$ cat config.mk
export PLATFORM = sky130hd
export DESIGN_NAME = dmem_store_monitor
export DESIGN_NICKNAME = d
export VERILOG_FILES = /design/src/rtl/dmem_store_monitor.sv
export SDC_FILE = /design/constraint.sdc
export NUM_CORES = 1
export LEC_CHECK = 0
export ABC_CLOCK_PERIOD_IN_PS = 6500
export CAP_MARGIN = 15
export CORE_MARGIN = 2
export CORE_UTILIZATION = 40
export DETAILED_ROUTE_END_ITERATION = 6
export PLACE_DENSITY = 0.61
export SLEW_MARGIN = 20
export SYNTH_ARGS = -nofsm -noshare
export SYNTH_HDL_FRONTEND = slang
export SYNTH_SLANG_ARGS = --single-unit
$ cat constraint.sdc
create_clock -name clk -period 6.5 [get_ports clk]
set_input_delay 0.975 -clock clk [delete_from_list [all_inputs] [get_ports clk]]
set_output_delay 0.975 -clock clk [all_outputs]
set_load 0.005 [all_outputs]
$ cat src/rtl/dmem_store_monitor.sv
// Passive data-memory store monitor: buffers stores in an FWFT FIFO for in-order
// draining and decodes the end-of-test halt store (or a cycle timeout) into a verdict.
module dmem_store_monitor #(
    parameter int unsigned ADDR_W    = 6,
    parameter int unsigned DATA_W    = 64,
    parameter int unsigned DEPTH     = 8,
    parameter int unsigned HALT_ADDR = 63,
    parameter int unsigned TIMEOUT   = 200
) (
    input  logic                       clk,
    input  logic                       reset,
    input  logic                       d_mem_we,
    input  logic [ADDR_W-1:0]          d_mem_addr,
    input  logic [DATA_W-1:0]          d_mem_data,
    input  logic                       rd_en,
    output logic                       rd_valid,
    output logic [ADDR_W-1:0]          rd_addr,
    output logic [DATA_W-1:0]          rd_data,
    output logic [$clog2(DEPTH):0]     count,
    output logic                       overflow,
    output logic                       done,
    output logic                       pass,
    output logic                       fail,
    output logic [7:0]                 fail_code,
    output logic [15:0]                cycle_cnt
);

    localparam int unsigned PTR_W = $clog2(DEPTH);
    localparam int unsigned CNT_W = PTR_W + 1;

    typedef enum logic [1:0] {
        RUN     = 2'd0,
        HALTED  = 2'd1,
        TIMEDOUT = 2'd2
    } state_e;

    typedef struct packed {
        logic [ADDR_W-1:0] addr;
        logic [DATA_W-1:0] data;
    } entry_t;

    state_e            state_q, state_d;
    logic [15:0]       cycle_q, cycle_d;
    logic              done_q, done_d;
    logic              pass_q, pass_d;
    logic              fail_q, fail_d;
    logic [7:0]        code_q, code_d;

    entry_t            mem_q [DEPTH];
    logic [PTR_W-1:0]  wptr_q, wptr_d;
    logic [PTR_W-1:0]  rptr_q, rptr_d;
    logic [CNT_W-1:0]  count_q, count_d;
    logic              ovf_q, ovf_d;

    logic              is_halt_addr_c;
    logic              halt_store_c;
    logic              push_c;
    logic              pop_c;
    logic              full_c;
    logic              wr_ok_c;
    entry_t            head_c;

    // Store classification; only RUN observes the bus.
    always_comb begin
        is_halt_addr_c = (d_mem_addr == ADDR_W'(HALT_ADDR));
        halt_store_c   = (state_q == RUN) && d_mem_we && is_halt_addr_c;
        push_c         = (state_q == RUN) && d_mem_we && !is_halt_addr_c;
        pop_c          = rd_en && (count_q != '0);
        full_c         = (count_q == CNT_W'(DEPTH));
        wr_ok_c        = push_c && (!full_c || pop_c);
    end

    // FIFO bookkeeping; a push into a full FIFO is kept only when a pop frees a slot.
    always_comb begin
        wptr_d  = wptr_q;
        rptr_d  = rptr_q;
        count_d = count_q;
        ovf_d   = ovf_q;
        if (wr_ok_c) begin
            wptr_d = wptr_q + PTR_W'(1);
        end
        if (pop_c) begin
            rptr_d = rptr_q + PTR_W'(1);
        end
        case ({wr_ok_c, pop_c})
            2'b10:   count_d = count_q + CNT_W'(1);
            2'b01:   count_d = count_q - CNT_W'(1);
            default: count_d = count_q;
        endcase
        if (push_c && !wr_ok_c) begin
            ovf_d = 1'b1;
        end
    end

    always_ff @(posedge clk or posedge reset) begin
        if (reset) begin
            wptr_q  <= '0;
            rptr_q  <= '0;
            count_q <= '0;
            ovf_q   <= 1'b0;
        end else begin
            wptr_q  <= wptr_d;
            rptr_q  <= rptr_d;
            count_q <= count_d;
            ovf_q   <= ovf_d;
        end
    end

    // Storage array needs no reset: the empty FIFO masks its contents.
    always_ff @(posedge clk) begin
        if (wr_ok_c) begin
            mem_q[wptr_q] <= '{addr: d_mem_addr, data: d_mem_data};
        end
    end

    // Verdict FSM next-state; halt store wins over a coincident timeout.
    always_comb begin
        state_d = state_q;
        cycle_d = cycle_q;
        done_d  = done_q;
        pass_d  = pass_q;
        fail_d  = fail_q;
        code_d  = code_q;
        case (state_q)
            RUN: begin
                if (cycle_q != 16'hFFFF) begin
                    cycle_d = cycle_q + 16'd1;
                end
                if (halt_store_c) begin
                    state_d = HALTED;
                    done_d  = 1'b1;
                    if (d_mem_data == DATA_W'(1)) begin
                        pass_d = 1'b1;
                    end else begin
                        fail_d = 1'b1;
                        code_d = {1'b0, d_mem_data[7:1]};
                    end
                end else if (cycle_q == 16'(TIMEOUT - 1)) begin
                    state_d = TIMEDOUT;
                    done_d  = 1'b1;
                    fail_d  = 1'b1;
                    code_d  = 8'hFF;
                end
            end
            HALTED, TIMEDOUT: begin
                state_d = state_q;
            end
            default: begin
                state_d = RUN;
            end
        endcase
    end

    always_ff @(posedge clk or posedge reset) begin
        if (reset) begin
            state_q <= RUN;
            cycle_q <= '0;
            done_q  <= 1'b0;
            pass_q  <= 1'b0;
            fail_q  <= 1'b0;
            code_q  <= '0;
        end else begin
            state_q <= state_d;
            cycle_q <= cycle_d;
            done_q  <= done_d;
            pass_q  <= pass_d;
            fail_q  <= fail_d;
            code_q  <= code_d;
        end
    end

    always_comb begin
        head_c = mem_q[rptr_q];
    end

    assign rd_valid  = (count_q != '0);
    assign rd_addr   = rd_valid ? head_c.addr : '0;
    assign rd_data   = rd_valid ? head_c.data : '0;
    assign count     = count_q;
    assign overflow  = ovf_q;
    assign done      = done_q;
    assign pass      = pass_q;
    assign fail      = fail_q;
    assign fail_code = code_q;
    assign cycle_cnt = cycle_q;

endmodule

# After elaboration in Yosys (flattened, before gate mapping)
# Memory sizes are Yosys's and may differ from the RTL's.
# Index checks and enable logic that the tools add are counted.
[word_totals]
ff_bits = 40
mem_bits_rw = 560
output_inout_bits = 103
wordCells = 63
memories = 1
[op_classes]
addsub = 5
eq_ne = 11
n_mux = 15
bitwise = 1
reduce_logical = 20
[memory_table]
columns = ["memory", "depth", "word_bits", "rd", "rd_ports_with_merged_regs", "wr", "line", "source"]
rows = [
  ["mem_q", 8, 70, 1, 0, 1, "49", "entry_t mem_q [DEPTH];"],
]
[ops]
columns = ["cell", "count"]
rows = [
  ["$eq 64x1->1 const B", 1],
  ["$mux 64", 1],
  ["$mux 8", 3],
  ["$add 16x1->16 const B", 1],
  ["$eq 16x8->1 const B", 1],
  ["$ne 16x16->1 const B", 1],
  ["$pmux 4 s2", 1],
  ["$add 3x1->3 const B", 2],
  ["$eq 6x6->1 const B", 1],
  ["$logic_and 1x1->1", 6],
  ["$mux 1", 6],
  ["$mux 6", 1],
  ["$reduce_and 2->1", 3],
  ["$reduce_and 3->1", 2],
  ["$add 4x1->4 const B", 1],
  ["$eq 2x1->1 const B", 2],
  ["$eq 2x2->1 const B", 2],
  ["$eq 4x4->1 const B", 1],
  ["$mux 2", 2],
  ["$pmux 2 s2", 1],
  ["$reduce_bool 2->1", 2],
  ["$reduce_bool 4->1", 1],
  ["$sub 4x1->4 const B", 1],
  ["$logic_not 1->1", 3],
  ["other kinds (6)", 6],
]

# Depth between registers and ports, before layout
# Gate-level depths: netlist (run 1).
[logic_depth]
depth_word = 6
mapped_depth = 12
mapped_depth_nobuf = 12

# Worst setup path after synthesis (run 1)
# Ideal clock, no wire load.
[synth_path]
kind = "input to register"
from = "in d_mem_addr[4]"
to = "mem mem_q[0][0] in the netlist's numbering (enable)"
setup_ns = 0.584
t_arrival_ns = 6.614
required_ns = 5.916
setup_slack_ns = -0.698
path_stages = 4
cell_sequence = "and4_1 -> a31o_2 -> or3_1 -> nor3_1"
[synth_between]
elab_chain_cells = 6
[synth_rtl]
columns = ["element", "line", "source"]
rows = [
  ["start, declared", "13", "input logic [ADDR_W-1:0] d_mem_addr,"],
  ["$eq 6x6->1", "65", "is_halt_addr_c = (d_mem_addr == ADDR_W'(HALT_ADDR));"],
  ["$logic_not 1->1", "67", "push_c = (state_q == RUN) && d_mem_we && !is_halt_addr_c;"],
  ["$logic_and 1x1->1", "67", ""],
  ["$logic_and 1x1->1", "70", "wr_ok_c = push_c && (!full_c || pop_c);"],
  ["$mux 1", "111", "if (wr_ok_c) begin"],
  ["$mux 1 (implied by the code)", "112", "mem_q[wptr_q] <= '{addr: d_mem_addr, data: d_mem_data};"],
  ["end, declared", "49", ""],
]
# No other way between the ends.

# Worst setup path in the final report (run 1)
[layout_path]
from = "reg rptr_q[1]"
to = "out rd_data[11]"
[layout_between]
elab_chain_cells = 2
[layout_rtl]
columns = ["element", "line", "source"]
rows = [
  ["start, declared", "51", "logic [PTR_W-1:0] rptr_q, rptr_d;"],
  ["start signal, assigned", "103", "rptr_q <= rptr_d;"],
  ["$mem_v2 8x70", "-", ""],
  ["$mux 64", "178", "assign rd_data = rd_valid ? head_c.data : '0;"],
  ["end, declared", "18", "output logic [DATA_W-1:0] rd_data,"],
]
# No other way between the ends.

==> impl_metrics.py, run 1 <==
metrics = {
    "synth": {
        "synth_top_area_share": 0.723,
        "synth_common_cells": "edfxtp_1, mux4_2, nor2_1",
        "synth_top_cell_by_area": "edfxtp_1",
        "synth_warnings": 0,
        "synthCells": 1092,
        "syn-num-nets": 1173,
        "ys_seq_area_frac": 0.766,
        "ys_types": 41,
        "synth_edf_count": 560,
        "syn-mean-instance-area_um2": 21.3,
        "synthXorXnorAreaFrac": 0.00753,
        "synth_compound_area_frac": 0.00538,
        "synthAdderAreaFrac": 0.00409,
        "yosys.area_share.simple": 0.0351,
        "synth_area_mm2": 0.0233,
        "synth_mux_area_frac": 0.171,
        "async_reset_ff_frac": 0.0667,
        "ys_ff_latch": 600,
        "synth_area_leaders": "edfxtp_1, mux4_2, dfrtp_1",
        "ys.flop_type": "edfxtp_1",
        "synth.most_common_cell": "edfxtp_1",
        "synth_top_family_by_area": "multiplexers",
    },
    "critical_path": {
        "crit_path_max_fanout": 57,
        "worst_ep_arrival_time_ps": 3650,
        "cp.required_ps": 5520,
        "startpoint_type": "flop",
        "end_kind": "primary output",
        "path_class": "reg2out",
    },
    "timing": {
        "fmax_ghz": 0.216,
        "slew_violations": 0,
        "rsz0062_at_grt": "false",
        "relSlewSlack": 0.198,
        "hold_viol_final": 0,
        "whs_ps": 477,
        "fin_ws_ps": 1880,
        "fin_crit_sh": 0.711,
        "tightest_slew_ps": 1190,
        "timing.setup.tns_ps": 0,
        "skew_ps": 13.2,
        "setup_viol": 0,
        "finalCriticalPeriod_ps": 4620,
    },
    "global_routing": {
        "grt_start_max_net_pins": 71,
        "antenna_found_initial": 3,
        "grt_pass1_vias": 11982,
        "grt_overflow": 0,
        "grt_usage": 0.170,
        "grt_pass1_wl_mm": 76.0,
    },
    "clock_network": {
        "insertion_delay_ps": 610,
        "cts_root_buf": "clkbuf_16",
        "cts_sinks": 600,
        "cts_max_path_buffers": 3,
        "cts_tree": "built",
        "numCtsBuffers": 61,
        "postCtsSetupBuffers": 0,
        "htreeDepth": 2,
        "clk_pin_slew_ps": 60,
        "cts-hold-fix-buffers": 0,
        "cts_resized": 0,
    },
    "drt": {
        "route.detailed.drc": 0,
        "num_vias": 11251,
        "drtIter0Drc": 794,
        "via_per_inst": 5.30,
        "drt-pass1-iter-count": 5,
        "ant_nets": 0,
        "routed_wl_mm": 50.3,
        "avgRoutedWirePerCell_um": 23.7,
    },
    "layout": {
        "area_delta_synth_final_pct": 21.7,
        "fill_cells": 4670,
        "n_antenna_cell": 0,
        "final_cell_count_no_fill": 2123,
        "final_nets": 1387,
        "drive_gt1_frac": 0.204,
    },
    "pwr": {
        "power.density_mw_per_mm2": 394,
        "ir_worst_vdd_mv": 0.250,
        "p_leak_nw": 9.22,
    },
    "floorplan": {
        "start_util": 0.404,
        "core_mm2": 0.0576,
        "num_rows": 88,
        "die-area_mm2": 0.0601,
        "io_pins": 177,
        "die_x_um": 245,
        "die_h_um": 245,
    },
    "placed_design": {
        "dp_hpwl_mm": 27.9,
        "place_congestion": 0.723,
        "numPlacedInstances": 2006,
        "dp_slack_ps": 1890,
        "port_buffers": 176,
    },
    "status": {
        "status": "finished, final reports clean",
    },
    "worst_hold_path": {
        "hold_path.class": "reg2reg",
    },
    "job": {
        "cap_violations": 0,
    },
}
## through the flow
stage | utilization | area [um^2] | total power, mW
after CTS | 0.491 | 28300 | 11.3
final | 0.492 | 28300 | 11.2
after global routing | 0.492 | 28300 | 11.7
after detailed placement | 0.454 | 26100 | 7.61
after floorplan | - | 23300 | 6.22
after global placement | 0.454 | 26100 | 7.60
## final timing paths
kind	end	depth (start not counted)	start	slack, ps
min in group asynchronous	count[2]	3	reset	810
setup reg to reg	mem_q[6][2]	7	state_q[0]	3260
setup / recovery	rd_data[11]	5	rptr_q[1]	1880
max in group asynchronous	rptr_q[2]	3	reset	5250
hold / removal	fail	1	fail	480
hold reg to reg	fail	1	fail	480
## sequential cells by signal, indices dropped and copies added (netlist names)
register,flops
pass,1
count,4
wptr_q,3
fail_code,8
mem_q,560
cycle_cnt,16
rptr_q,3
fail,1
overflow,1
done,1
state_q,2
## critical path: stages, from the launching register on
cell and delay [ps]:
dfrtp_4 1010, buf_4 700, mux4_2 340, mux2i_1 70
nor2_1 290, clkdlybuf4s50_1 570
## cells by family after synthesis
logic type | Yosys count
fa+ha+maj | 7
simple gates | 167
buf+inv | 59
mux | 222
flops | 600
xor+xnor | 20
compound gates | 17
## area by class of cell
type	instances	area, um^2	area share
clock buffers	75	1630	0.0576
clock inverters	40	505	0.0179
inverters	9	33.8	0.00119
multi-input cells	433	5280	0.186
flip-flops and latches	600	17800	0.630
well taps	765	957	0.0338
repair buffers	201	2090	0.0737
## layout by cell type, fill, tap and decap left out, drive strengths merged, types with 3 or more instances in the layout
cell type and instances:
a21oi 5, nor2 84, ha 6, mux2 11, edfxtp 560, and3 4
clkbuf 75, nor3 4, nand4 9, and2 4, nor4 20, clkinvlp 3
bufinv 12, nand3 13, mux4 140, inv 11, xnor2 17, a31o 3
clkdlybuf4s50 176, nand2 12, xor2 3, nand2b 10, buf 25, clkinv 23
dfrtp 40, mux2i 71
## power by group
part	switching, mW	internal, mW
combinational	1.22	1.76
clock	1.43	2.25
sequential	0.245	4.25
total	2.90	8.26
## metal layers
layer / GRT usage / share of wire
met1: 0.241 / 0.44
met4: 0.0395 / 0.018
met3: 0.0354 / 0.057
met2: 0.273 / 0.48
met5: 0 / 0.00070
No activity file was read; power rests on OpenSTA's default activity.
==> inputs of run 2 (changes only) <==
- ABC_CLOCK_PERIOD_IN_PS: 6500 -> 4300
- PLACE_DENSITY: 0.61 -> 0.59
- clock period: 6.5 -> 4.3 ns (I/O delays scaled with it)
==> impl_metrics.py, run 2 (synthesis gave the netlist of run 1 again) <==
metrics = {
    "placed_design": {
        "port_buffers": 176,
        "dp_hpwl_mm": 29.1,
        "numPlacedInstances": 2015,
        "place_area_mm2": 0.0263,
        "place_congestion": 0.715,
    },
    "drt": {
        "num_vias": 11192,
        "route.detailed.drc": 0,
        "ant_nets": 0,
        "avgRoutedWirePerCell_um": 24.0,
        "wl_met3_mm": 2.76,
        "drtIter0Drc": 908,
        "drt-pass1-iter-count": 7,
        "via_per_inst": 5.27,
        "top_layer": "met5",
        "wl_met2_mm": 25.0,
        "drt-met1-wl_mm": 22.5,
        "routed_wl_mm": 51.0,
    },
    "timing": {
        "rsz0062_at_grt": "false",
        "tightest_slew_ps": 954,
        "skew_ps": 21.5,
        "hold_viol_final": 0,
        "setup_viol": 0,
        "timing.setup.tns_ps": 0,
        "finalCriticalPeriod_ps": 3860,
        "fin_crit_sh": 0.898,
        "relSlewSlack": 0.362,
        "slew_violations": 0,
        "fmax_ghz": 0.259,
    },
    "layout": {
        "final_nets": 1392,
        "layout_commonest_cell": "edfxtp_1",
        "regMostFlops": "mem_q",
        "largest_register_ffs": 560,
        "area_delta_synth_final_pct": 20.9,
        "design_area_mm2": 0.0281,
        "final_cell_count_no_fill": 2122,
        "final_cell_mix": "edfxtp_1, clkdlybuf4s50_1, mux4_2, nor2_1, mux2i_1",
        "drive_gt1_frac": 0.197,
    },
    "floorplan": {
        "core_mm2": 0.0576,
        "start_util": 0.404,
        "num_rows": 88,
        "io_pins": 177,
        "die_x_um": 245,
        "die-area_mm2": 0.0601,
        "die_h_um": 245,
    },
    "clock_network": {
        "cts_sinks": 600,
        "clk_pin_slew_ps": 60,
        "postCtsSetupBuffers": 0,
        "cts-hold-fix-buffers": 0,
        "insertion_delay_ps": 610,
        "cts_root_buf": "clkbuf_16",
        "cts_max_path_buffers": 3,
        "htreeDepth": 2,
        "cts_resized": 0,
        "cts_tree": "built",
        "numCtsBuffers": 59,
    },
    "job": {
        "cap_violations": 0,
    },
    "pwr": {
        "pwr-share-comb": 0.292,
        "power.density_mw_per_mm2": 580,
        "ir_worst_vdd_mv": 0.373,
        "p_leak_nw": 9.14,
        "p_switching_mw": 4.35,
        "power_frac_seq": 0.406,
        "p_int_mw": 12.0,
        "p_sw_frac": 0.267,
        "clockPowerShare": 0.302,
    },
    "global_routing": {
        "grt_pass1_vias": 11759,
        "grt_pass1_wl_mm": 76.3,
        "grt_usage": 0.171,
        "antenna_found_initial": 4,
        "grt_overflow": 0,
        "grt_start_max_net_pins": 67,
    },
    "critical_path": {
        "crit_path_max_fanout": 46,
        "path_class": "reg2out",
        "cp_slowest_cell": "dfrtp_4",
        "critPathMaxStageDelay_ps": 690,
        "rr_worst_depth": 11,
        "r2r_end": "count[3]",
        "crit_start": "rptr_q[0]",
        "path_cells": "buf_12 > mux4_2 > mux2i_1 > nor2_1 > clkdlybuf4s50_1",
        "startpoint_type": "flop",
        "rrSetupSlack_ps": 1320,
        "end_kind": "primary output",
        "r2r_start": "count[1]",
        "cp.required_ps": 3650,
        "worst_ep_arrival_time_ps": 3210,
    },
    "status": {
        "status": "finished, final reports clean",
    },
    "worst_hold_path": {
        "hold_path.class": "in2async",
    },
}
[run 2: changes by cell type in the layout (fill, tap and decap cells not counted), moves of 3 or more]
| cell | change |
|---|---|
| buf_12 | +8 |
| clkinvlp_4 | -3 |
| bufinv_16 | -6 |
| clkbuf_16 | -4 |
| clkbuf_1 | -3 |
| clkinv_1 | +8 |
[run 2: how the worst max path moves through the flow]
stage	to	slack, ps	cells past startpoint
6_report	rd_data[7]	440	5
5_1_grt	rd_data[7]	180	5
4_1_cts	rd_data[7]	340	5
3_5_place_dp	mem_q[0][35]	710	6
3_3_place_gp	mem_q[0][34]	790	6
2_1_floorplan	mem_q[6][0]	-690	4
[run 2: critical path, delay by kind of cell (launching register included)]
kind / cells / cell delay [ps]
flops: 1 / 690
buf+inv: 2 / 880
mux: 2 / 920
simple gates: 1 / 90
[run 2: stage by stage]
stage,hold WS (ps),worst slack (ps),total power [mW],util
2_1_floorplan,451,-688,9.41,-
3_3_place_gp,476,786,11.6,0.457
3_5_place_dp,476,714,11.6,0.457
4_1_cts,475,339,16.6,0.489
5_1_grt,506,179,17.1,0.489
6_report,472,440,16.3,0.489
[run 2: power groups by stage]
stage / combinational [mW] / clock [mW] / sequential (mW)
2_1_floorplan: 2.83 / 0 / 6.58
3_3_place_gp: 4.87 / 0 / 6.76
3_5_place_dp: 4.89 / 0 / 6.76
4_1_cts: 4.91 / 5.04 / 6.64
5_1_grt: 5.17 / 5.27 / 6.65
6_report: 4.76 / 4.93 / 6.63
[run 2: area by class of cell]
type	count	area (um^2)
Fill cell	4688	29400
Inverter	9	33.8
Clock inverter	39	332
Tap cell	765	957
Multi-Input combinational cell	433	5270
Clock buffer	67	1510
Antenna cell	1	2.50
Sequential cell	600	17800
Timing Repair Buffer	208	2210
[run 2: per-layer routing]
layer / GRT usage / vias up
li1: - / 4930
met2: 0.277 / 228
met4: 0.0353 / 6
met5: 0 / -
met1: 0.240 / 5967
met3: 0.0375 / 61
